[src/rtl/cla_pipe_addsub.sv]
// cla_pipe_addsub -- pipelined carry-lookahead adder/subtractor with valid/ready
// handshaking on both sides.
//
// The WIDTH-bit datapath is cut into STAGES segments of WIDTH/STAGES bits. Each
// segment is added in one cycle by a chain of 4-bit carry-lookahead groups. The
// carry out of a segment is registered. The operand bits that are still waiting
// to be added, and the result bits that are already finished, travel alongside
// that carry in skew registers.
//
// Optional feature: define CLA_OVF_EN to add the Ov_o signed-overflow output.
// Without the macro, neither the port nor any overflow logic is built.
module cla_pipe_addsub #(
    parameter int WIDTH  = 16,
    parameter int STAGES = 2
) (
    input  logic             clk_i,
    input  logic             rst_n_i,
    input  logic [WIDTH-1:0] A_i,
    input  logic [WIDTH-1:0] B_i,
    input  logic             Ci_i,
    input  logic             Sub_i,
    input  logic             valid_i,
    output logic             ready_o,
    output logic [WIDTH-1:0] S_o,
    output logic             Co_o,
`ifdef CLA_OVF_EN
    output logic             Ov_o,
`endif
    output logic             valid_o,
    input  logic             ready_i
);

    localparam int SEG  = WIDTH / STAGES;   // bits resolved per stage
    localparam int NGRP = SEG / 4;          // 4-bit lookahead groups per segment

    // One segment addition built from 4-bit CLA groups. The carry between groups
    // comes from the group generate/propagate terms. Returns {carry_out, sum}.
    function automatic logic [SEG:0] seg_add(
        input logic [SEG-1:0] a,
        input logic [SEG-1:0] b,
        input logic           ci
    );
        logic [SEG-1:0] g;
        logic [SEG-1:0] p;
        logic [SEG-1:0] s;
        logic [3:0]     gg;
        logic [3:0]     pp;
        logic [3:0]     cc;
        logic           grp_g;
        logic           grp_p;
        logic           c;
        g = a & b;
        p = a ^ b;
        s = '0;
        c = ci;
        for (int k = 0; k < NGRP; k++) begin
            gg    = g[4*k +: 4];
            pp    = p[4*k +: 4];
            cc[0] = c;
            cc[1] = gg[0] | (pp[0] & c);
            cc[2] = gg[1] | (pp[1] & gg[0]) | (pp[1] & pp[0] & c);
            cc[3] = gg[2] | (pp[2] & gg[1]) | (pp[2] & pp[1] & gg[0])
                  | (pp[2] & pp[1] & pp[0] & c);
            s[4*k +: 4] = pp ^ cc;
            grp_g = gg[3] | (pp[3] & gg[2]) | (pp[3] & pp[2] & gg[1])
                  | (pp[3] & pp[2] & pp[1] & gg[0]);
            grp_p = &pp;
            c     = grp_g | (grp_p & c);
        end
        return {c, s};
    endfunction

    // ------------------------------------------------------------------
    // Flow control
    // ------------------------------------------------------------------
    logic [STAGES-1:0] vld_q;
    logic [STAGES-1:0] vld_d;
    logic [STAGES:0]   adv;    // adv[j]: stage j register may capture this cycle
    logic [STAGES-1:0] vin;    // valid presented to stage j
    logic [STAGES-1:0] load;   // stage j captures a real beat

    // A stage advances when it is empty or its successor is advancing. This
    // collapses bubbles, so ready_o stays high while any stage is empty.
    always_comb begin
        adv         = '0;
        vin         = '0;
        load        = '0;
        vld_d       = vld_q;
        adv[STAGES] = ready_i;
        for (int j = STAGES - 1; j >= 0; j--) begin
            adv[j] = ~vld_q[j] | adv[j+1];
        end
        vin[0] = valid_i;
        for (int j = 1; j < STAGES; j++) begin
            vin[j] = vld_q[j-1];
        end
        for (int j = 0; j < STAGES; j++) begin
            load[j] = adv[j] & vin[j];
            if (adv[j]) begin
                vld_d[j] = vin[j];
            end
        end
    end

    // Per-stage valid bits. Reset drops every in-flight beat.
    always_ff @(posedge clk_i or negedge rst_n_i) begin
        if (!rst_n_i) begin
            vld_q <= '0;
        end else begin
            vld_q <= vld_d;
        end
    end

    assign ready_o = adv[0];
    assign valid_o = vld_q[STAGES-1];

    // ------------------------------------------------------------------
    // Datapath stages
    // ------------------------------------------------------------------
    for (genvar j = 0; j < STAGES; j++) begin : g_stg
        localparam int LO = j * SEG;        // first bit handled by this stage
        localparam int HI = LO + SEG;       // result bits complete after it
        localparam int UW = WIDTH - HI;     // operand bits still pending after it

        logic [WIDTH-LO-1:0] a_in;
        logic [WIDTH-LO-1:0] b_in;
        logic                cin;
        logic [SEG:0]        sum_seg;
        logic [HI-1:0]       res_d;
        logic [HI-1:0]       res_q;
        logic                cy_q;

        if (j == 0) begin : g_src
            // Subtract is A + ~B + 1; the inverted B travels down the skew
            // registers, so later stages are plain adders.
            assign a_in  = A_i;
            assign b_in  = Sub_i ? ~B_i : B_i;
            assign cin   = Sub_i | Ci_i;
            assign res_d = sum_seg[SEG-1:0];
        end else begin : g_src
            assign a_in  = g_stg[j-1].g_ops.a_q;
            assign b_in  = g_stg[j-1].g_ops.b_q;
            assign cin   = g_stg[j-1].cy_q;
            assign res_d = {sum_seg[SEG-1:0], g_stg[j-1].res_q};
        end

        assign sum_seg = seg_add(a_in[SEG-1:0], b_in[SEG-1:0], cin);

        // Finished low result bits and the carry into the next segment.
        always_ff @(posedge clk_i or negedge rst_n_i) begin
            if (!rst_n_i) begin
                res_q <= '0;
                cy_q  <= 1'b0;
            end else if (load[j]) begin
                res_q <= res_d;
                cy_q  <= sum_seg[SEG];
            end
        end

        if (UW > 0) begin : g_ops
            logic [UW-1:0] a_q;
            logic [UW-1:0] b_q;

            // Operand bits not yet added, skewed to meet their carry next stage.
            always_ff @(posedge clk_i or negedge rst_n_i) begin
                if (!rst_n_i) begin
                    a_q <= '0;
                    b_q <= '0;
                end else if (load[j]) begin
                    a_q <= a_in[WIDTH-LO-1:SEG];
                    b_q <= b_in[WIDTH-LO-1:SEG];
                end
            end
        end

`ifdef CLA_OVF_EN
        if (j == STAGES - 1) begin : g_ovf
            logic c_msb;
            logic ov_q;

            // Carry into the MSB, recovered from the MSB sum bit.
            assign c_msb = a_in[SEG-1] ^ b_in[SEG-1] ^ sum_seg[SEG-1];

            // Signed overflow; it moves and stalls with the result.
            always_ff @(posedge clk_i or negedge rst_n_i) begin
                if (!rst_n_i) begin
                    ov_q <= 1'b0;
                end else if (load[j]) begin
                    ov_q <= c_msb ^ sum_seg[SEG];
                end
            end
        end
`endif
    end

    assign S_o  = g_stg[STAGES-1].res_q;
    assign Co_o = g_stg[STAGES-1].cy_q;
`ifdef CLA_OVF_EN
    assign Ov_o = g_stg[STAGES-1].g_ovf.ov_q;
`endif

endmodule

[config.mk]
export PLATFORM = sky130hd
export DESIGN_NAME = cla_pipe_addsub
export DESIGN_NICKNAME = d
export VERILOG_FILES = /design/src/rtl/cla_pipe_addsub.sv
export SDC_FILE = /design/constraint.sdc
export NUM_CORES = 1
export LEC_CHECK = 0
export BUFFER_PORTS_ARGS = -buffer_cell sky130_fd_sc_hd__buf_2
export CORE_ASPECT_RATIO = 1.2
export CORE_MARGIN = 8
export CORE_UTILIZATION = 25
export DETAILED_ROUTE_END_ITERATION = 8
export PLACE_DENSITY = 0.47
export SYNTH_ARGS = -nofsm -noshare
export SYNTH_HDL_FRONTEND = slang
export SYNTH_SLANG_ARGS = --single-unit
[constraint.sdc]
create_clock -name clk_i -period 2.38 [get_ports clk_i]
set_input_delay 0.476 -clock clk_i [delete_from_list [all_inputs] [get_ports clk_i]]
set_output_delay 0.476 -clock clk_i [all_outputs]
set_load 0.05 [all_outputs]
==> run_results.csv <==
group,metric,value,unit
synth,yosys-top-cells-count,"dfrtp_1 (44), nand2_1 (22), o21ai_0 (20), mux2_2 (17), ha_1 (16)",
synth,ys_ff_latch,44,
sta,finalWorstSetupSlack,0.195,ns
synth,synth_cells,224,
critical_path,crit_arrival,2.35,ns
sta,finalHoldViolations,0,
hold_path,worstHoldPathType,"in2async",
sta,tns,0,ns
cells_and_area,area_growth,24.4,%
critical_path,critPathKind,"reg2reg",
cts,numCtsBuffers,5,
die,die_height,126,um
die,io_pins,57,
cts,ctsResizeCount,0,
status,outcome,"completed",
critical_path,crit_chain,"ha_1, a211oi_4, o21bai_1, a21o_1, fa_1, mux2_2",
cts,insertion_delay,0.28,ns
place,place.port_buffers,56,
drt,avgRoutedWirePerCell,13.5,um
cells_and_area,final_nets,343,
critical_path,cp_num_buf_inv,0,
pwr,max-vdd-ir-drop,284,uV
grt,track_usage,8.95,%
cts,cts_sinks,44,
die,core.rowCount,40,
critical_path,critPathLaunchType,"register",
sta,slew_headroom,66.9,%
critical_path,cp_slowest_stage_delay,0.42,ns
place,dp_slack,0.0376,ns
sta,min_period,2.19,ns
synth,synth_area_leaders,"dfrtp_1 (44%), ha_1 (8.0%), mux2_2 (7.6%), xor2_1 (4.2%), o21ai_0 (4.0%)",
cts,ctsHoldBuffers,0,
synth,yosysTopAreaCellShare,43.9,%
drt,num_vias,1797,
grt,grt_max_degree,45,
critical_path,worst_ep_required_time,2.54,ns
die,dieArea,13500,sq um
cts,clk_pin_slew,0.06,ns
cells_and_area,diodes,0,
drt,via_per_inst,4.37,
drt,dr.pass1.iters,4,
drt,postRouteAntennaNets,0,
grt,gr-total-overflow,0,
drt,drc,0,
critical_path,crit_family,"adder cells",
die,die_x,107,um
cts,cts_tree,"built",
sta,tightest_slew,0.495,ns
synth,synthArstFlopShare,100,%
synth,synth.distinct_cells,46,
place,gp_congestion,0.745,
cells_and_area,regArea,1100,sq um
die,core,9910,sq um
grt,grt_pass1_vias,2003,
synth,synth_warnings,0,
synth,synth_area,2510,sq um
die,initial_core_util,25.3,%
cts,post_cts_buffers,0,
sta,setup_viol,0,
synth,synth.most_common_cell,"dfrtp_1",
sta,period_share,91.8,%
cells_and_area,drive_gt1_share,35.1,%
drt,wl,5560,um
synth,synth_edf_count,0,
pwr,power_leakage,1.47,nW
sta,fmax,458,MHz
sta,grt_setup_unrepaired,"false",
synth,synth.avg_cell_area,11.2,sq um
place,dp_hpwl,4330,um
cts,h-tree-depth,2,
cts,clockRootBuffer,"clkbuf_16",
critical_path,crit_slowest_cell,"fa_1",
grt,grt_pass1_wl,9720,um
run,cap_violations,0,
sta,maxSlewViolCount,0,
synth,yosysTopAreaCell,"dfrtp_1",
sta,skew,0.00473,ns
critical_path,worst_setup_path_end_kind,"register",
synth,yosysSeqAreaShare,43.9,%
critical_path,crit_path_max_fanout,3,
synth,syn_nets,282,
synth,synth_ff_type,"dfrtp_1",
cts,clock_path_buffers,2,
cells_and_area,n_fill_cell,1044,
pwr,p_per_area,995,nW/um^2
grt,grt_antenna_before_repair,0,
drt,drtIter0Drc,45,
cells_and_area,multiInputGateArea,1320,sq um
[state kept, by name, summed over array words and instances (netlist names)]
signal,flops
vld_q,2
Co_o,1
g_stg.g_ops.b_q,8
S_o,16
g_stg.g_ops.a_q,8
g_stg.res_q,8
g_stg.cy_q,1
[routing by layer]
| metal | routed length (um) | global-route usage (%) | vias up | part of all wire (%) |
|---|---|---|---|---|
| met1 | 2460 | 10.5 | 842 | 44 |
| met2 | 2730 | 15.2 | 42 | 49 |
| met5 | 0 | 0 | - | 0 |
| met3 | 272 | 2.19 | 6 | 4.9 |
| li1 | - | - | 907 | - |
| met4 | 95 | 3.44 | 0 | 1.7 |
[path summary, 6_finish.rpt]
path	start	to	slack, ns	cells past startpoint
max	g_stg[0].g_ops.a_q[0]$_DFFE_PN0P_	S_o[12]$_DFFE_PN0P_	0.19	6
min	rst_n_i	S_o[15]$_DFFE_PN0P_	0.17	2
max reg2reg	g_stg[0].g_ops.a_q[0]$_DFFE_PN0P_	S_o[12]$_DFFE_PN0P_	0.19	6
min reg2reg	S_o[9]$_DFFE_PN0P_	S_o[9]$_DFFE_PN0P_	0.47	2
max in group asynchronous	rst_n_i	g_stg[0].cy_q$_DFFE_PN0P_	1.99	2
min in group clk_i	A_i[9]	g_stg[0].g_ops.a_q[1]$_DFFE_PN0P_	0.42	2
[power by group]
group	switching (mW)	internal, mW
clock	0.275	0.441
sequential	0.113	0.958
combinational	0.864	0.450
total	1.25	1.85
[layout make-up]
class                   instances  share of cell area [%]
multi-input cells             162                    42.3
flip-flops and latches         44                    35.3
repair buffers                 62                    11.2
well taps                     126                    5.06
clock buffers                   7                    4.90
inverters                      10                    1.20
[cell usage in the layout, fill, tap and decap left out, types with 2 or more instances in the layout]
cell	instances
nand3_1	5
nand2b_1	3
xnor2_1	11
a21o_1	4
clkbuf_16	5
o21bai_1	2
a2111o_1	2
a31oi_1	2
fa_1	3
buf_4	4
a211oi_1	2
o21ai_2	3
o21ai_0	20
buf_2	56
nand4_1	2
a21oi_1	5
xor2_1	12
ha_1	16
dfrtp_1	44
nor2_1	4
mux2_2	17
buf_12	2
nor3_1	2
and3b_1	2
inv_1	10
clkbuf_8	2
o31ai_1	2
nand2_1	22
[logic make-up after synthesis]
| logic type | after synthesis | synth area share, % |
|---|---|---|
| buffers and inverters | 18 | 3.89 |
| flip-flops | 44 | 43.9 |
| adder cells (fa/ha/maj) | 20 | 11.2 |
| XOR/XNOR | 23 | 8.03 |
| AND/OR/NAND/NOR | 49 | 10.6 |
| AO/OA/AOI/OAI | 52 | 14.3 |
| multiplexers | 18 | 8.03 |
[through the flow]
step / hold slack, ns / utilization [%] / power [mW] / cells / instance area (sq um)
finish: 0.165 / 31.5 / 3.10 / 411 / 3120
global route: 0.186 / 31.5 / 3.33 / 411 / 3120
CTS: 0.182 / 31.5 / 3.16 / 411 / 3120
detailed placement: 0.468 / 29.9 / 2.43 / 404 / 2970
global placement: 0.463 / 29.9 / 2.42 / 404 / 2970
floorplan: 0.180 / - / 2.08 / 224 / 2520
Note: power is estimated with default switching activity, not from simulation.
